[config.mk]
export PLATFORM = sky130hd
export DESIGN_NAME = operand_buffer_flat
export DESIGN_NICKNAME = d
export VERILOG_FILES = /design/src/rtl/operand_buffer_if.sv /design/src/rtl/operand_buffer.sv /design/src/flat_wrapper.sv
export SDC_FILE = /design/constraint.sdc
export NUM_CORES = 1
export LEC_CHECK = 0
export CORE_AREA = 2 2 125 127
export CTS_BUF_LIST = sky130_fd_sc_hd__clkbuf_16
export DETAILED_ROUTE_END_ITERATION = 6
export DIE_AREA = 0 0 127 129
export HOLD_SLACK_MARGIN = 0.02
export PLACE_DENSITY = 0.8
export SLEW_MARGIN = 20
export SYNTH_ARGS = -nofsm -noshare
export SYNTH_HDL_FRONTEND = slang
export SYNTH_SLANG_ARGS = --single-unit
[constraint.sdc]
create_clock -name clk -period 4.9 [get_ports clk]
set_input_delay 0.49 -clock clk [delete_from_list [all_inputs] [get_ports clk]]
set_output_delay 0.49 -clock clk [all_outputs]
set_load 0.01 [all_outputs]
[src/rtl/operand_buffer_if.sv]
// operand_buffer_if: host load port, operand selects and systolic operand outputs of operand_buffer.
interface operand_buffer_if;
   logic              load_en;
   logic [2:0]        mem_addr;
   logic [7:0]        in_data;
   logic              transpose;
   logic [1:0]        a0_sel, a1_sel, b0_sel, b1_sel;
   logic signed [7:0] a0, a1, b0, b1;
   logic              bank_valid, swap_pulse, partial_err;
   modport master (
      output load_en, mem_addr, in_data, transpose, a0_sel, a1_sel, b0_sel, b1_sel,
      input  a0, a1, b0, b1, bank_valid, swap_pulse, partial_err
   );
   modport slave (
      input  load_en, mem_addr, in_data, transpose, a0_sel, a1_sel, b0_sel, b1_sel,
      output a0, a1, b0, b1, bank_valid, swap_pulse, partial_err
   );
endinterface

[src/rtl/operand_buffer.sv]
// operand_buffer: double-buffered 2x2 weight/input store feeding registered operands to a systolic array.
module operand_buffer (
   input logic             clk,
   input logic             rst_n,
   operand_buffer_if.slave bus
);
   localparam logic [0:0] EMPTY  = 1'b0;
   localparam logic [0:0] LOADED = 1'b1;
   logic [1:0][7:0][7:0] bank_q, bank_d;
   logic [7:0]           fill_mask_q, fill_mask_d;
   logic                 act_ptr_q, act_ptr_d;
   logic                 t_lat_q, t_lat_d;
   logic [0:0]           state_q, state_d;
   logic                 swap_pulse_q, swap_pulse_d;
   logic                 partial_err_q, partial_err_d;
   logic [7:0]           a0_q, a0_d, a1_q, a1_d, b0_q, b0_d, b1_q, b1_d;
   logic [7:0][7:0]      act;
   logic                 swap, loaded;
   function automatic logic [7:0] pick(input logic [1:0] sel, input logic [7:0] v0, input logic [7:0] v1);
      return sel == 2'd0 ? v0 : sel == 2'd1 ? v1 : 8'd0;
   endfunction
   always_comb begin
      swap          = bus.load_en && bus.mem_addr == 3'd7;
      loaded        = state_q == LOADED;
      act           = bank_q[act_ptr_q];
      bank_d        = bank_q;
      fill_mask_d   = fill_mask_q;
      act_ptr_d     = act_ptr_q;
      t_lat_d       = t_lat_q;
      state_d       = state_q;
      partial_err_d = partial_err_q;
      swap_pulse_d  = swap;
      if (bus.load_en) begin
         bank_d[~act_ptr_q][bus.mem_addr] = bus.in_data;
         fill_mask_d[bus.mem_addr]        = 1'b1;
      end
      // bit 7 is being written on this very edge, so only bits 0-6 can be missing
      if (swap) begin
         act_ptr_d     = ~act_ptr_q;
         t_lat_d       = bus.transpose;
         fill_mask_d   = 8'h00;
         state_d       = LOADED;
         partial_err_d = partial_err_q | ~&(fill_mask_q | 8'h80);
      end
      a0_d = loaded ? pick(bus.a0_sel, act[0], act[1]) : 8'd0;
      a1_d = loaded ? pick(bus.a1_sel, act[2], act[3]) : 8'd0;
      b0_d = loaded ? pick(bus.b0_sel, act[4], t_lat_q ? act[5] : act[6]) : 8'd0;
      b1_d = loaded ? pick(bus.b1_sel, t_lat_q ? act[6] : act[5], act[7]) : 8'd0;
   end
   always_ff @(posedge clk or negedge rst_n) begin
      if (!rst_n) begin
         bank_q        <= '0;
         fill_mask_q   <= '0;
         act_ptr_q     <= 1'b0;
         t_lat_q       <= 1'b0;
         state_q       <= EMPTY;
         swap_pulse_q  <= 1'b0;
         partial_err_q <= 1'b0;
         a0_q          <= '0;
         a1_q          <= '0;
         b0_q          <= '0;
         b1_q          <= '0;
      end else begin
         bank_q        <= bank_d;
         fill_mask_q   <= fill_mask_d;
         act_ptr_q     <= act_ptr_d;
         t_lat_q       <= t_lat_d;
         state_q       <= state_d;
         swap_pulse_q  <= swap_pulse_d;
         partial_err_q <= partial_err_d;
         a0_q          <= a0_d;
         a1_q          <= a1_d;
         b0_q          <= b0_d;
         b1_q          <= b1_d;
      end
   end
   assign bus.a0          = a0_q;
   assign bus.a1          = a1_q;
   assign bus.b0          = b0_q;
   assign bus.b1          = b1_q;
   assign bus.bank_valid  = state_q == LOADED;
   assign bus.swap_pulse  = swap_pulse_q;
   assign bus.partial_err = partial_err_q;
endmodule

[src/flat_wrapper.sv]
// flat-port wrapper written by rule: the top's interface ports become plain ports
module operand_buffer_flat 
  (clk, rst_n, bus_load_en, bus_mem_addr, bus_in_data, bus_transpose, bus_a0_sel, bus_a1_sel, bus_b0_sel, bus_b1_sel, bus_a0, bus_a1, bus_b0, bus_b1, bus_bank_valid, bus_swap_pulse, bus_partial_err);
  operand_buffer_if bus_i ();
  input logic clk;
  input logic rst_n;
  input wire logic [$bits(bus_i.load_en)-1:0] bus_load_en;
  input wire logic [$bits(bus_i.mem_addr)-1:0] bus_mem_addr;
  input wire logic [$bits(bus_i.in_data)-1:0] bus_in_data;
  input wire logic [$bits(bus_i.transpose)-1:0] bus_transpose;
  input wire logic [$bits(bus_i.a0_sel)-1:0] bus_a0_sel;
  input wire logic [$bits(bus_i.a1_sel)-1:0] bus_a1_sel;
  input wire logic [$bits(bus_i.b0_sel)-1:0] bus_b0_sel;
  input wire logic [$bits(bus_i.b1_sel)-1:0] bus_b1_sel;
  output wire logic [$bits(bus_i.a0)-1:0] bus_a0;
  output wire logic [$bits(bus_i.a1)-1:0] bus_a1;
  output wire logic [$bits(bus_i.b0)-1:0] bus_b0;
  output wire logic [$bits(bus_i.b1)-1:0] bus_b1;
  output wire logic [$bits(bus_i.bank_valid)-1:0] bus_bank_valid;
  output wire logic [$bits(bus_i.swap_pulse)-1:0] bus_swap_pulse;
  output wire logic [$bits(bus_i.partial_err)-1:0] bus_partial_err;
  assign bus_i.load_en = bus_load_en;
  assign bus_i.mem_addr = bus_mem_addr;
  assign bus_i.in_data = bus_in_data;
  assign bus_i.transpose = bus_transpose;
  assign bus_i.a0_sel = bus_a0_sel;
  assign bus_i.a1_sel = bus_a1_sel;
  assign bus_i.b0_sel = bus_b0_sel;
  assign bus_i.b1_sel = bus_b1_sel;
  assign bus_a0 = bus_i.a0;
  assign bus_a1 = bus_i.a1;
  assign bus_b0 = bus_i.b0;
  assign bus_b1 = bus_i.b1;
  assign bus_bank_valid = bus_i.bank_valid;
  assign bus_swap_pulse = bus_i.swap_pulse;
  assign bus_partial_err = bus_i.partial_err;
  operand_buffer u_core (.clk(clk), .rst_n(rst_n), .bus(bus_i));
endmodule
==> impl_metrics.csv, run 1 <==
group,metric,value,unit
timing,setup_slack,2.088,ns
drt,wl_per_cell,19.24,um
worst_setup_path,path_buf_inv,1,
clock_tree,post_cts.repair.setup_buffers,0,
clock_tree,htreeDepth,4,
worst_setup_path,cp-end-kind,"register",
clock_tree,cts_tree,"yes",
yosys,ys_warn_count,0,
drt,drc_errors,0,
die,start_util,0.4911,
die,die_area,0.01638,mm^2
global_routing,grt_pass1_vias,4618,
worst_setup_path,timing.critical_path.slowest_cell_delay,0.71,ns
worst_setup_path,cp_max_fo,38,
layout,fillerInstances,1174,
clock_tree,cts.repair.resized,0,
power_and_ir_drop,irDropWorstVdd,0.2478,mV
layout,drive_above_1_share,0.3128,
worst_setup_path,worstPathCellList,"buf_12 > nor3b_1 > nor2b_1 > mux2_2",
yosys,syn_area,0.007355,mm^2
drt,drtPass1Iterations,4,
clock_tree,cts_buffer_depth,2,
timing,final-hold-violation-count,0,
power_and_ir_drop,p_sw_frac,0.2673,
die,chipWidth,127,um
worst_setup_path,criticalPathCategory,"reg2reg",
timing,setup_viol,0,
die,pin_count,58,
power_and_ir_drop,comb_power_share,0.237,
drt,drtAntennaViolNets,0,
timing,clock_skew,0.004531,ns
worst_setup_path,crit_path_top_delay_cell,"dfrtp_4",
layout,layout.nets,595,
layout,multi_input_area,0.002895,mm^2
placement,preCtsSetupSlack,1.913,ns
hold_path,hold_class,"in2async",
clock_tree,cts_buffers,17,
global_routing,grt_overflow,0,
power_and_ir_drop,p_int,3.312,mW
clock_tree,clock_sinks,172,
worst_setup_path,cp.depth,4,
worst_setup_path,cpLargestDelayFamily,"simple AND/OR/NAND/NOR gates",
yosys,syn_area_per_cell,14.06,um^2
worst_setup_path,reg2reg_slack,2.09,ns
drt,vias_per_cell,5.626,
die,rows,45,
placement,port_buffers,57,
yosys,syn_nets,546,
yosys,synth_cell_types,36,
job,drv_cap,0,
timing,fin_crit,2.813,ns
yosys,synthCells,523,
clock_tree,cts_hold_repair.buffers,0,
yosys,ys_ff_latch,172,
global_routing,grt_max_degree,126,
worst_setup_path,worstRegToRegCells,4,
placement,place.gp.congestion,0.7912,
timing,rsz0062_at_grt,"false",
power_and_ir_drop,p_seq_frac,0.476,
die,die_y,129,um
placement,detailed_place_hpwl,9607,um
worst_setup_path,worstPathRequired,5.21,ns
layout,seqCellArea,0.004308,mm^2
clock_tree,clock-root-buffer,"clkbuf_16",
power_and_ir_drop,p_switching,1.208,mW
clock_tree,clk_pin_slew,0.06,ns
global_routing,grt_usage,0.1947,
worst_setup_path,crit_start,"u_core.act_ptr_q$_DFFE_PN0N_",
worst_setup_path,r2r_end,"u_core.bank_q[113]$_DFFE_PN0P_",
worst_setup_path,worstPathArrival,3.12,ns
clock_tree,clock_latency,0.42,ns
timing,max_freq,355.6,MHz
layout,diodes,0,
global_routing,grt_antenna_before_repair,0,
power_and_ir_drop,leakagePower,3.780,nW
die,core_area,0.01498,mm^2
timing,worstMarginPinSlew,0.9680,ns
worst_setup_path,cp-start-kind,"register",
outcome,status,"finished, final reports clean",
layout,syn_to_final_growth,17.37,%
timing,fin_crit_sh,0.5740,
power_and_ir_drop,power_frac_clock,0.287,
worst_setup_path,endpoint,"u_core.bank_q[113]$_DFFE_PN0P_",
drt,drt_iter0_markers,356,
global_routing,grt_first_pass_wirelength,24450,um
timing,tns,0,ns
timing,slew_viol_final,0,
timing,maxSlewHeadroom,0.3547,
power_and_ir_drop,p_per_area,523.7,mW/mm^2
yosys,ys_seq_area_frac,0.5852,
drt,routed_wl,14870,um
worst_setup_path,r2r_start,"u_core.act_ptr_q$_DFFE_PN0N_",
drt,route.vias.total,4349,
==> logic make-up (layout without fill, tap and decap cells) <==
group                  Yosys count  count (layout)  share of synthesized area
multiplexers                   191             191                     0.2867
flip-flops                     172             172                     0.5852
buffers and inverters           33              95                    0.02110
AND/OR/NAND/NOR                 83              83                    0.06601
AO/OA/AOI/OAI                   44              44                    0.04100
==> state kept, by name (all words and copies together) (netlist names) <==
signal,cells
u_core.bank_q,128
u_core.bus.b1,8
u_core.bus.a1,8
u_core.bus.bank_valid,1
u_core.bus.b0,8
u_core.t_lat_q,1
u_core.act_ptr_q,1
u_core.bus.swap_pulse,1
u_core.fill_mask_q,7
u_core.bus.a0,8
u_core.bus.partial_err,1
==> cell usage after synthesis <==
library cell  instances  area (um^2)
mux2i_1              52        520.5
nand3_1               4        20.02
nand4_2               1        12.51
mux2_1                3        33.78
or3b_2                1        8.760
nor2b_1               3        18.77
buf_2                13        65.06
nand4b_1              1        8.760
nand2_2               3        18.77
nor3b_1               1        7.510
o21ai_0               9        45.04
buf_4                 4        30.03
nand3b_1              3        22.52
and2_1               14        87.58
or4b_2                1        10.01
nor4bb_1              2        20.02
inv_1                 2        7.510
or2_2                 2        12.51
nor2_1                2        7.510
nand4_1               1        6.260
a31oi_1               1        6.260
nand2b_1              6        37.54
mux4_2                2        45.04
mux2_2              134         1509
or3_1                 2        12.51
a2bb2oi_1             1        8.760
nand2_1              24        90.09
nand3_2               1        10.01
o22ai_1              14        87.58
dfrtp_1             172         4304
a21oi_1               3        15.01
o221ai_1             15        131.4
clkbuf_1             14        52.55
o21bai_1              1        7.510
and3b_1               2        17.52
nor2_2                9        56.30
==> per-layer routing <==
layer / global-route usage / up-vias / share of wire
met4: 0.08274 / 0 / 0.020
li1: - / 1989 / -
met3: 0.03992 / 21 / 0.031
met1: 0.2521 / 2251 / 0.44
met5: 0 / - / 0
met2: 0.3226 / 88 / 0.51
==> power by group through the flow <==
stage                     sequential, mW  clock [mW]  combinational (mW)
after floorplan                     2.09           0               0.754
after global placement              2.16           0               0.990
after detailed placement            2.20           0                1.03
after CTS                           2.19        1.32                1.04
after global routing                2.21        1.38                1.16
final                               2.15        1.30                1.07
==> how the worst min path moves through the flow <==
stage | from | endpoint | slack (ns) | cells after the start
global route | rst_n | u_core.bank_q[126]$_DFFE_PN0P_ | 0.26 | 1
floorplan | rst_n | u_core.act_ptr_q$_DFFE_PN0N_ | 0.19 | 0
finish | rst_n | u_core.bank_q[126]$_DFFE_PN0P_ | 0.17 | 1
CTS | rst_n | u_core.bank_q[126]$_DFFE_PN0P_ | 0.28 | 1
detailed placement | u_core.bank_q[116]$_DFFE_PN0P_ | u_core.bank_q[116]$_DFFE_PN0P_ | 0.48 | 1
global placement | u_core.bus.partial_err$_DFFE_PN0N_ | u_core.bus.partial_err$_DFFE_PN0N_ | 0.46 | 1
==> metrics by stage <==
stage	utilization	cells	instance area (um^2)	total power [mW]	hold WS (ns)
global route	0.5764	773	8632	4.754	0.2633
detailed placement	0.5368	740	8040	3.234	0.4757
CTS	0.5749	772	8610	4.547	0.2810
finish	0.5764	773	8632	4.521	0.1738
floorplan	-	523	7355	2.848	0.1944
global placement	0.5368	740	8040	3.154	0.4644
==> cell type report <==
class                           instances  area share
Clock inverter                         15     0.01667
Tap cell                              188     0.02725
Timing Repair Buffer                   61     0.07146
Clock buffer                           17     0.04928
Sequential cell                       172      0.4991
Multi-Input combinational cell        318      0.3354
Inverter                                2   0.0008697
==> cell usage in the layout (no fill, tap or decap), types with 3 or more instances in the layout <==
cell,count
bufinv_16,3
mux2i_1,52
nand2_2,3
mux2_1,3
o21ai_0,9
nand3_1,4
nand2_1,24
o221ai_1,15
nor2b_1,3
clkbuf_16,17
nor2_2,9
and2_1,14
buf_4,3
a21oi_1,3
dfrtp_1,171
o22ai_1,14
inv_1,9
nand3b_1,3
nand2b_1,6
clkdlybuf4s50_1,56
mux2_2,134
Note: power is estimated with default switching activity, not from simulation.
==> run 2: changes to the inputs <==
==> constraint.sdc (replaced) <==
create_clock -name clk -period 2.7 [get_ports clk]
set_input_delay 0.27 -clock clk [delete_from_list [all_inputs] [get_ports clk]]
set_output_delay 0.27 -clock clk [all_outputs]
set_load 0.01 [all_outputs]
==> impl_metrics.csv, run 2 (same netlist as run 1, synthesis figures left out) <==
group,metric,value,unit
drt,drt_iter0_markers,265,
layout,drive_above_1_share,0.3316,
clock_tree,clock_latency,0.43,ns
power_and_ir_drop,p_seq_frac,0.463,
drt,drtPass1Iterations,4,
die,pin_count,58,
drt,drtAntennaViolNets,0,
placement,place.gp.congestion,0.8116,
power_and_ir_drop,p_switching,2.300,mW
layout,regMostFlops,"u_core.bank_q",
clock_tree,clk_pin_slew,0.06,ns
layout,layout.nets,601,
clock_tree,cts_tree,"yes",
global_routing,grt_first_pass_wirelength,25350,um
timing,setup_viol,0,
layout,instances_no_fill,779,
clock_tree,post_cts.repair.setup_buffers,0,
timing,setup_slack,0.7740,ns
timing,max_freq,519.2,MHz
die,rows,45,
clock_tree,cts_buffers,17,
worst_setup_path,cp-end-kind,"register",
timing,slew_viol_final,0,
timing,maxSlewHeadroom,0.5092,
job,drv_cap,0,
power_and_ir_drop,p_per_area,956.9,mW/mm^2
power_and_ir_drop,irDropWorstVdd,0.4900,mV
power_and_ir_drop,power_frac_clock,0.294,
global_routing,grt_usage,0.2026,
outcome,status,"finished, final reports clean",
placement,preCtsSetupSlack,0.3371,ns
layout,diodes,0,
layout,design_area,0.008720,mm^2
timing,tns,0,ns
clock_tree,cts_buffer_depth,2,
worst_setup_path,criticalPathCategory,"in2reg",
clock_tree,clock-root-buffer,"clkbuf_16",
die,die_area,0.01638,mm^2
global_routing,grt_max_degree,79,
global_routing,grt_overflow,0,
drt,vias_per_cell,5.777,
worst_setup_path,worstPathRequired,3.01,ns
placement,port_buffers,57,
worst_setup_path,timing.critical_path.slowest_cell_delay,0.62,ns
die,die_y,129,um
hold_path,hold_class,"in2async",
placement,dpl_cell_area,0.008110,mm^2
worst_setup_path,cp_max_fo,12,
timing,worstMarginPinSlew,0.7362,ns
die,chipWidth,127,um
clock_tree,cts.repair.resized,0,
placement,dp.cells,746,
worst_setup_path,cpLargestDelayFamily,"simple AND/OR/NAND/NOR gates",
drt,drc_errors,0,
layout,fillerInstances,1152,
timing,rsz0062_at_grt,"false",
layout,most-common-layout-cells,"171 x dfrtp_1, 134 x mux2_2, 56 x clkdlybuf4s50_1, 52 x mux2i_1, 24 x nand2_1",
drt,route.vias.total,4500,
power_and_ir_drop,leakagePower,3.787,nW
timing,fin_crit_sh,0.7133,
timing,final-hold-violation-count,0,
layout,syn_to_final_growth,18.56,%
timing,fin_crit,1.926,ns
global_routing,grt_pass1_vias,4790,
timing,clock_skew,0.006453,ns
layout,final_common_cell,"dfrtp_1",
worst_setup_path,worstPathArrival,2.24,ns
worst_setup_path,crit_path_top_delay_cell,"clkdlybuf4s50_1",
worst_setup_path,path_buf_inv,1,
global_routing,grt_antenna_before_repair,0,
clock_tree,cts_hold_repair.buffers,1,
die,core_area,0.01498,mm^2
layout,largest_reg_flops,128,
placement,detailed_place_hpwl,10260,um
clock_tree,clock_sinks,172,
drt,wl_per_cell,20.17,um
worst_setup_path,worstPathCellList,"clkdlybuf4s50_1 > nand3b_1 > or3_1 > mux2_2",
power_and_ir_drop,p_int,6.044,mW
power_and_ir_drop,comb_power_share,0.243,
worst_setup_path,cp-start-kind,"primary input",
clock_tree,htreeDepth,4,
die,start_util,0.4911,
power_and_ir_drop,p_sw_frac,0.2756,
drt,routed_wl,15710,um
[run 2: cell types whose count changed in the layout (fill, tap and decap cells not counted), sizes merged]
cell / before / now
clkbuf: 18 / 17
buf: 4 / 10
clkinv: 3 / 4
inv: 9 / 3
dlygate4sd3: 0 / 1
clkinvlp: 2 / 7
[run 2: final cells by class]
type / count / area [um^2] / area share
clock buffers: 17 / 425.4 / 0.04879
clock inverters: 15 / 173.9 / 0.01995
inverters: 2 / 7.507 / 0.0008610
multi-input cells: 318 / 2895 / 0.3320
flip-flops and latches: 172 / 4308 / 0.4940
well taps: 188 / 235.2 / 0.02698
repair buffers: 67 / 674.4 / 0.07734
[run 2: worst paths after layout]
kind                                                     start                             end  slack [ns]  depth (start not counted)
worst max-delay path                           bus_mem_addr[0]    u_core.bank_q[3]$_DFFE_PN0P_        0.77                          4
max in group asynchronous                                rst_n    u_core.bank_q[0]$_DFFE_PN0P_        1.54                          3
min in group clk                                 bus_transpose      u_core.t_lat_q$_DFFE_PN0N_        0.49                          2
worst min register to register  u_core.bank_q[116]$_DFFE_PN0P_  u_core.bank_q[116]$_DFFE_PN0P_        0.49                          1
worst max register to register    u_core.act_ptr_q$_DFFE_PN0N_  u_core.bank_q[104]$_DFFE_PN0P_        0.85                          3
worst min-delay path                                     rst_n  u_core.bank_q[102]$_DFFE_PN0P_        0.43                          2
[run 2: through the flow]
step / hold WS, ns / power (mW) / util
final: 0.4342 / 8.344 / 0.5822
after global routing: 0.4998 / 8.746 / 0.5822
after CTS: 0.4649 / 8.382 / 0.5822
after detailed placement: 0.3552 / 5.905 / 0.5415
after global placement: 0.3466 / 5.764 / 0.5415
after floorplan: -0.02559 / 5.168 / -
[run 2: power by group through the flow]
| stage | logic, mW | registers [mW] | clock network (mW) |
|---|---|---|---|
| 2_1_floorplan | 1.37 | 3.80 | 0 |
| 6_report | 2.03 | 3.86 | 2.46 |
| 3_5_place_dp | 2.03 | 3.88 | 0 |
| 3_3_place_gp | 1.94 | 3.82 | 0 |
| 5_1_grt | 2.19 | 3.95 | 2.61 |
| 4_1_cts | 2.05 | 3.85 | 2.48 |
[run 2: worst reg2reg max path: stages, from the launching register on]
cell and delay, ns:
dfrtp_4 0.54, nand3b_1 0.29, nor2_2 0.50, mux2_2 0.41
[run 2: routing by layer]
layer / track usage / share of wire
met1: 0.2606 / 0.44
met2: 0.3336 / 0.50
met3: 0.05405 / 0.046
met4: 0.07434 / 0.019
met5: 0 / 0
==> run 3: changes to the inputs <==
==> constraint.sdc (replaced) <==
create_clock -name clk -period 1.97 [get_ports clk]
set_input_delay 0.197 -clock clk [delete_from_list [all_inputs] [get_ports clk]]
set_output_delay 0.197 -clock clk [all_outputs]
set_load 0.01 [all_outputs]
==> impl_metrics.csv, run 3 (same netlist as run 1, synthesis figures left out) <==
group,metric,value,unit
outcome,status,"finished, final reports clean",
die,pin_count,58,
timing,setup_viol,0,
power_and_ir_drop,p_per_area,1237,mW/mm^2
drt,drt_iter0_markers,317,
layout,layout.nets,621,
global_routing,grt_overflow,0,
power_and_ir_drop,p_switching,2.981,mW
timing,slew_viol_final,0,
timing,maxSlewHeadroom,0.5641,
drt,route.vias.total,4530,
placement,place.gp.congestion,0.7813,
drt,routed_wl,15510,um
power_and_ir_drop,total_power,11.00,mW
layout,most-common-layout-cells,"171 x dfrtp_1, 134 x mux2_2, 56 x clkdlybuf4s50_1, 52 x mux2i_1, 24 x nand2_1",
layout,regMostFlops,"u_core.bank_q",
drt,drc_errors,0,
global_routing,grt_pass1_vias,4886,
die,start_util,0.4911,
worst_setup_path,r2r_end,"u_core.bank_q[114]$_DFFE_PN0P_",
worst_setup_path,crit_start,"u_core.act_ptr_q$_DFFE_PN0N_",
timing,fin_crit,1.696,ns
clock_tree,clock-root-buffer,"clkbuf_16",
timing,max_freq,589.5,MHz
worst_setup_path,worstRegToRegCells,4,
die,core_area,0.01498,mm^2
power_and_ir_drop,irDropWorstVdd,0.5181,mV
placement,preCtsSetupSlack,-0.03531,ns
layout,diodes,0,
clock_tree,cts.repair.resized,0,
worst_setup_path,worstPathRequired,2.27,ns
placement,port_buffers,57,
global_routing,grt_first_pass_wirelength,25410,um
worst_setup_path,reg2reg_slack,0.27,ns
clock_tree,clk_pin_slew,0.07,ns
layout,syn_to_final_growth,20.89,%
global_routing,grt_antenna_before_repair,0,
die,chipWidth,127,um
clock_tree,cts_tree,"yes",
timing,clock_skew,0.01223,ns
timing,setup_slack,0.2736,ns
layout,drive_above_1_share,0.3377,
global_routing,grt_max_degree,49,
layout,final_common_cell,"dfrtp_1",
worst_setup_path,r2r_start,"u_core.act_ptr_q$_DFFE_PN0N_",
job,drv_cap,0,
global_routing,grt_usage,0.2015,
power_and_ir_drop,p_seq_frac,0.480,
worst_setup_path,criticalPathCategory,"reg2reg",
clock_tree,cts_buffer_depth,2,
drt,wl_per_cell,19.51,um
clock_tree,clock_latency,0.43,ns
drt,vias_per_cell,5.698,
clock_tree,post_cts.repair.setup_buffers,0,
power_and_ir_drop,leakagePower,3.911,nW
power_and_ir_drop,comb_power_share,0.257,
layout,largest_reg_flops,128,
worst_setup_path,cp-start-kind,"register",
timing,worstMarginPinSlew,0.6518,ns
die,rows,45,
hold_path,hold_class,"in2async",
clock_tree,clock_sinks,172,
drt,drtPass1Iterations,4,
timing,final-hold-violation-count,0,
worst_setup_path,worstPathArrival,2.00,ns
power_and_ir_drop,p_int,8.018,mW
die,die_area,0.01638,mm^2
timing,hold-worst-slack,0.2750,ns
timing,fin_crit_sh,0.8611,
drt,drtAntennaViolNets,0,
power_and_ir_drop,power_frac_clock,0.263,
clock_tree,cts_buffers,17,
die,die_y,129,um
worst_setup_path,cp-end-kind,"register",
timing,rsz0062_at_grt,"false",
power_and_ir_drop,p_sw_frac,0.2710,
worst_setup_path,cp_max_fo,8,
placement,detailed_place_hpwl,10530,um
layout,fillerInstances,1150,
clock_tree,htreeDepth,4,
[run 3: worst max-delay path by stage]
| stage | depth (start not counted) | slack (ns) | endpoint |
|---|---|---|---|
| floorplan | 4 | 0.33 | u_core.bank_q[117]$_DFFE_PN0P_ |
| global placement | 5 | 0.07 | u_core.bank_q[113]$_DFFE_PN0P_ |
| detailed placement | 5 | -0.04 | u_core.bank_q[114]$_DFFE_PN0P_ |
| CTS | 4 | 0.26 | u_core.bank_q[114]$_DFFE_PN0P_ |
| global route | 4 | 0.21 | u_core.bank_q[114]$_DFFE_PN0P_ |
| finish | 4 | 0.27 | u_core.bank_q[114]$_DFFE_PN0P_ |
[run 3: critical path, stage by stage (launching register included)]
cell and delay [ns]:
dfrtp_4 0.53, nor3b_1 0.27, nor2b_1 0.20, buf_4 0.22, mux2_2 0.35
[run 3: layout make-up]
class,count,area (um^2),area share
clock inverters,11,70.07,0.007881
clock buffers,17,425.4,0.04785
multi-input cells,318,2895,0.3256
inverters,2,7.507,0.0008444
flip-flops and latches,172,4308,0.4845
well taps,188,235.2,0.02646
repair buffers,87,949.7,0.1068
[run 3: through the flow]
| stage | util | cell area [um^2] | setup TNS (ns) | std cells |
|---|---|---|---|---|
| after detailed placement | 0.5599 | 8386 | -0.2399 | 766 |
| after global placement | 0.5599 | 8386 | 0 | 766 |
| after floorplan | - | 7355 | 0 | 523 |
| final | 0.5937 | 8891 | 0 | 795 |
| after global routing | 0.5937 | 8891 | 0 | 795 |
| after CTS | 0.5937 | 8891 | 0 | 795 |
[run 3: power by group through the flow]
stage | Clock (mW) | Combinational, mW | Sequential (mW)
2_1_floorplan | 0 | 1.88 | 5.21
3_3_place_gp | 0 | 2.72 | 5.22
3_5_place_dp | 0 | 2.83 | 5.31
4_1_cts | 2.94 | 2.86 | 5.27
5_1_grt | 3.10 | 3.06 | 5.40
6_report | 2.89 | 2.83 | 5.28
[run 3: routing by layer]
metal | wire length (um) | up-vias | global-route usage | part of all wire
li1 | - | 2037 | - | -
met1 | 6617 | 2367 | 0.2546 | 0.43
met2 | 7932 | 104 | 0.3435 | 0.51
met3 | 692 | 22 | 0.04906 | 0.045
met4 | 269 | 0 | 0.06852 | 0.017
met5 | 0 | - | 0 | 0
[run 3: what timing repair did]
action,4_1_cts,5_1_grt
endpoints found under the setup margin,0,0
hold buffers,1,0
endpoints found under the hold margin,43,0
==> RTL change 1 (config.mk and constraints of run 3) <==
Reset style: synchronous (`rst_n`), changed in one clocked block.
--- a/src/rtl/operand_buffer.sv
+++ b/src/rtl/operand_buffer.sv
@@ -47,7 +47,7 @@
       b0_d = loaded ? pick(bus.b0_sel, act[4], t_lat_q ? act[5] : act[6]) : 8'd0;
       b1_d = loaded ? pick(bus.b1_sel, t_lat_q ? act[6] : act[5], act[7]) : 8'd0;
    end
-   always_ff @(posedge clk or negedge rst_n) begin
+   always_ff @(posedge clk) begin
       if (!rst_n) begin
          bank_q        <= '0;
          fill_mask_q   <= '0;
Behaviour: differs if rst_n is asserted again (counterexample within 4 cycles, from zero or initial values and one cycle with rst_n low); with rst_n held inactive, the same outputs for 4 cycles.
==> RTL change 1 against run 3 <==
Core utilization up 2.0 points; cell area increased by 3.3%; sequential cell count is the same; wire length rose by 30%; setup slack lost 0.087 ns; area after synthesis rose by 5.3%; critical endpoint is now u_core.bank_q[64]; critical path depth grew 1; synthesized cell count up 64%.
Power is not compared: it rests on default switching activity, and its combinational part moved more than twofold at a synthesized area within 25%.
==> RTL change 1: results (changes against run 3) <==
metric;value;unit;change
tightest_slew;0.636;ns;-0.0159 ns
firstDrtPassIters;6;;+2
grt_pass1_wl;32300;um;+27%
p_leak;2.98;nW;
synth_nets;880;;+61%
synth_common_cells;dfxtp_1 (172), nand3_1 (131), o21ai_0 (128);;
final_nets;896;;+44%
nFillCells;1221;;+6.2%
ys_async_sr_fraction;0;%;-100 points
vias;6682;;+48%
synth_seq_area_share;44.4;%;-14 points
grt_max_degree;140;;+190%
grt_pass1_vias;6204;;+27%
status;finished, final reports clean;;
postCtsHoldBufs;0;;-1
slowest_stage;dfxtp_4;;
wl_per_cell;18.8;um;-3.5%
antenna_found_initial;0;;unchanged
path_clk_slew;0.06;ns;
critPathMaxStageDelay;0.48;ns;-0.05 ns
crit_fanout;34;;+26
clock_skew;0.00597;ns;-0.00625 ns
first_iter_violations;826;;+160%
synth.area.top_cells;dfxtp_1 (44%), a21boi_0 (8.8%), nand3_1 (8.5%), o21ai_0 (8.3%), a21boi_1 (4.2%);;
drive_gt1_share;13.1;%;-21 points
cts_buffers;17;;unchanged
## RTL change 1: cell types whose count changed after synthesis, moves of 43 or more
cell	delta
dfxtp_1	+172
mux2_2	-106
o21ai_0	+119
a21boi_1	+43
clkbuf_1	+47
nand3_1	+127
dfrtp_1	-172
a21boi_0	+91
## RTL change 1: cells by family (layout without fill, tap and decap cells)
kind of cell,Yosys count,after routing,synth area share [%]
AOI/OAI and AO/OA,309,309,26.0
and+or+nand+nor,209,209,14.1
DFF,172,172,44.4
buffers and inverters,105,134,6.46
muxes,62,62,9.04
## RTL change 1: power breakdown
part | internal, W | switching, W | total [W]
clock | 0.00223 | 0.00136 | 0.00358
sequential | 0.00352 | 0.0000299 | 0.00355
combinational | 0.000220 | 0.000338 | 0.000558
total | 0.00596 | 0.00172 | 0.00769
## RTL change 1: layout make-up
| type | count | area, um^2 | area share, % |
|---|---|---|---|
| sequential | 172 | 3450 | 37.5 |
| multi-input combinational | 580 | 3810 | 41.5 |
| clock inverter | 15 | 203 | 2.21 |
| inverter | 1 | 3.75 | 0.0409 |
| clock buffer | 17 | 425 | 4.63 |
| timing repair buffer | 101 | 1060 | 11.5 |
| tap | 188 | 235 | 2.56 |
## RTL change 1: tightest hold or removal path, delay by kind of cell
| family | cells | cell delay, ns |
|---|---|---|
| simple gates | 2 | 0.33 |
| buf+inv | 1 | 0.12 |
## RTL change 1: layer usage
layer | vias to the layer above | wire length, um | track usage, %
met5 | - | 0 | 0
met4 | 0 | 442 | 10.7
met3 | 38 | 1180 | 4.62
met2 | 251 | 9500 | 39.6
met1 | 3277 | 9100 | 33.0
li1 | 3116 | - | -
## RTL change 1: path summary, 6_finish.rpt
check | slack (ns) | endpoint | cells past startpoint | start
setup / recovery | 0.19 | u_core.bank_q[64] | 5 | u_core.act_ptr_q
hold / removal | 0.27 | u_core.bus.a0[4] | 3 | rst_n
setup reg to reg | 0.19 | u_core.bank_q[64] | 5 | u_core.act_ptr_q
hold reg to reg | 0.47 | u_core.bank_q[42] | 2 | u_core.bank_q[42]
## RTL change 1: metrics by stage
stage          area [um^2]  util, %  std cells
2_1_floorplan         7750        -        857
3_3_place_gp          8560     57.1       1042
3_5_place_dp          8560     57.1       1042
4_1_cts               9180     61.3       1074
5_1_grt               9180     61.3       1074
6_report              9180     61.3       1074
==> RTL change 2 (config.mk and constraints of run 3) <==
Without the edit above. `a0_q`, `a1_q`, `b0_q` and `b1_q` no longer have a reset.
--- a/src/rtl/operand_buffer.sv
+++ b/src/rtl/operand_buffer.sv
@@ -56,10 +56,6 @@
          state_q       <= EMPTY;
          swap_pulse_q  <= 1'b0;
          partial_err_q <= 1'b0;
-         a0_q          <= '0;
-         a1_q          <= '0;
-         b0_q          <= '0;
-         b1_q          <= '0;
       end else begin
          bank_q        <= bank_d;
          fill_mask_q   <= fill_mask_d;
@@ -68,11 +64,14 @@
          state_q       <= state_d;
          swap_pulse_q  <= swap_pulse_d;
          partial_err_q <= partial_err_d;
-         a0_q          <= a0_d;
-         a1_q          <= a1_d;
-         b0_q          <= b0_d;
-         b1_q          <= b1_d;
       end
+   end
+
+   always_ff @(posedge clk) begin
+      a0_q <= a0_d;
+      a1_q <= a1_d;
+      b0_q <= b0_d;
+      b1_q <= b1_d;
    end
    assign bus.a0          = a0_q;
    assign bus.a1          = a1_q;
Function: differs if rst_n is asserted again (counterexample within 4 cycles, from zero or initial values and one cycle with rst_n low); with rst_n held inactive, the same outputs for 4 cycles.
==> RTL change 2 against run 3 <==
Die area stayed put; final cell count grew 1.4%; wire length grew 1.8%; non-clock buffer count is 3 higher; highest routed layer unchanged; sequential cell count unchanged; total power is 5.2% higher; sequential power barely moved; area after synthesis fell by 1.8%; cell area is 0.30% higher; setup slack worse by 0.052 ns; critical endpoint is now u_core.bus.a0[7].
==> RTL change 2: results (changes against run 3) <==
metric;value;unit;change
min_path_type;input pin to asynchronous set/reset pin;;
route.met2.wl;8300;um;+4.6%
crit_path_start;u_core.act_ptr_q;;
post_cts_buffers;0;;unchanged
wl_met1;6730;um;+1.7%
grt_pass1_vias;4862;;-0.49%
synth_flop_cell;dfrtp_1;;
rr_endpoint;u_core.bus.a0[7];;
synth_seq_area_share;57.4;%;-1.1 points
arrival;2.07;ns;+0.07 ns
synth_cell_types;38;;+5.6%
clkPwrFrac;30.2;%;+3.9 points
ys_warn_count;0;;unchanged
slowest_stage;mux4_2;;
finalInstanceArea;8920;um^2;+0.30%
gp_congestion;0.815;;+4.2%
routed_via_density;5.62;;-1.4%
status;finished, final reports clean;;
cts_resized;0;;unchanged
dr_wl_met3;509;um;-26%
dp_hpwl;10400;um;-0.90%
crit_fanout;63;;+55
wl_per_cell;19.6;um;+0.41%
cts_root_buf;clkbuf_16;;
tightest_slew;0.686;ns;+0.0345 ns
synth_common_cells;dfrtp_1 (140), mux2_2 (135), mux2i_1 (52);;
hold_slack;0.248;ns;-0.0273 ns
drive_gt1_share;35.1;%;+1.3 points
h-tree-depth;4;;unchanged
firstDrtPassIters;5;;+1
powerClk;0.00349;W;+21%
internal_power;0.00844;W;+5.3%
first_iter_violations;272;;-14%
synth_nets;547;;+0.18%
cpLargestDelayFamily;multiplexers;;
grt_util_all_layers;20.4;%;+0.26 points
grt_pass1_wl;25600;um;+0.79%
ctsLongestPathBuffers;2;;unchanged
powerComb;0.00282;W;about the same
rrSetupSlack;0.22;ns;-0.05 ns
critPathMaxStageDelay;0.56;ns;+0.03 ns
ys_async_sr_fraction;81.4;%;-19 points
synth.area.top_cells;dfrtp_1 (49%), mux2_2 (21%), dfxtp_1 (8.9%), mux2i_1 (7.2%), o221ai_1 (1.8%);;
cts_buffers;17;;unchanged
ir_drop;0.783;mV;+51%
place_area;8280;um^2;-1.2%
final_nets;628;;+1.1%
grt_max_degree;64;;+31%
largest_register_ffs;128;;unchanged
clock_skew;0.00684;ns;-0.00538 ns
p_leak;3.81;nW;-2.5%
RTL change 2: cell count changes in the layout (fill, tap and decap cells not counted), moves of 4 or more:
cell / delta
inv_1: -4
buf_4: +4
nand2b_1: +5
dfrtp_1: -32
dfxtp_1: +32
clkinvlp_4: +4
RTL change 2: final cells by class:
cell class                      count  area [um^2]
Clock buffer                       17          425
Sequential cell                   172         4150
Clock inverter                     15          199
Fill cell                        1157         6060
Tap cell                          188          235
Timing Repair Buffer               90          968
Multi-Input combinational cell    322         2930
Inverter                            2         7.51
RTL change 2: logic make-up after synthesis:
| kind of cell | share of synthesized area (%) |
|---|---|
| DFF | 57.4 |
| and+or+nand+nor | 7.31 |
| AOI/OAI and AO/OA | 4.12 |
| muxes | 29.2 |
| buffers and inverters | 1.98 |
RTL change 2: routing by layer:
metal	GRT usage, %	up-vias
met4	7.30	0
met1	25.1	2352
met5	0	-
li1	-	2066
met3	4.32	21
met2	35.8	88
RTL change 2: timing repair:
| action | in CTS | in global routing |
|---|---|---|
| endpoints found under the setup margin | 0 | 0 |
| hold buffers | 1 | 0 |
| endpoints found under the hold margin | 25 | 0 |
RTL change 2: metrics by stage:
| stage | std cells | worst slack, ns |
|---|---|---|
| floorplan | 524 | 0.443 |
| global placement | 773 | 0.0372 |
| detailed placement | 773 | -0.0127 |
| CTS | 806 | 0.235 |
| global route | 806 | 0.168 |
| finish | 806 | 0.222 |
RTL change 2: worst reg2reg max path: stages, from the launching register on:
cell     delay (ns)
dfrtp_4        0.45
buf_12         0.35
mux4_2         0.65
and3b_1        0.19
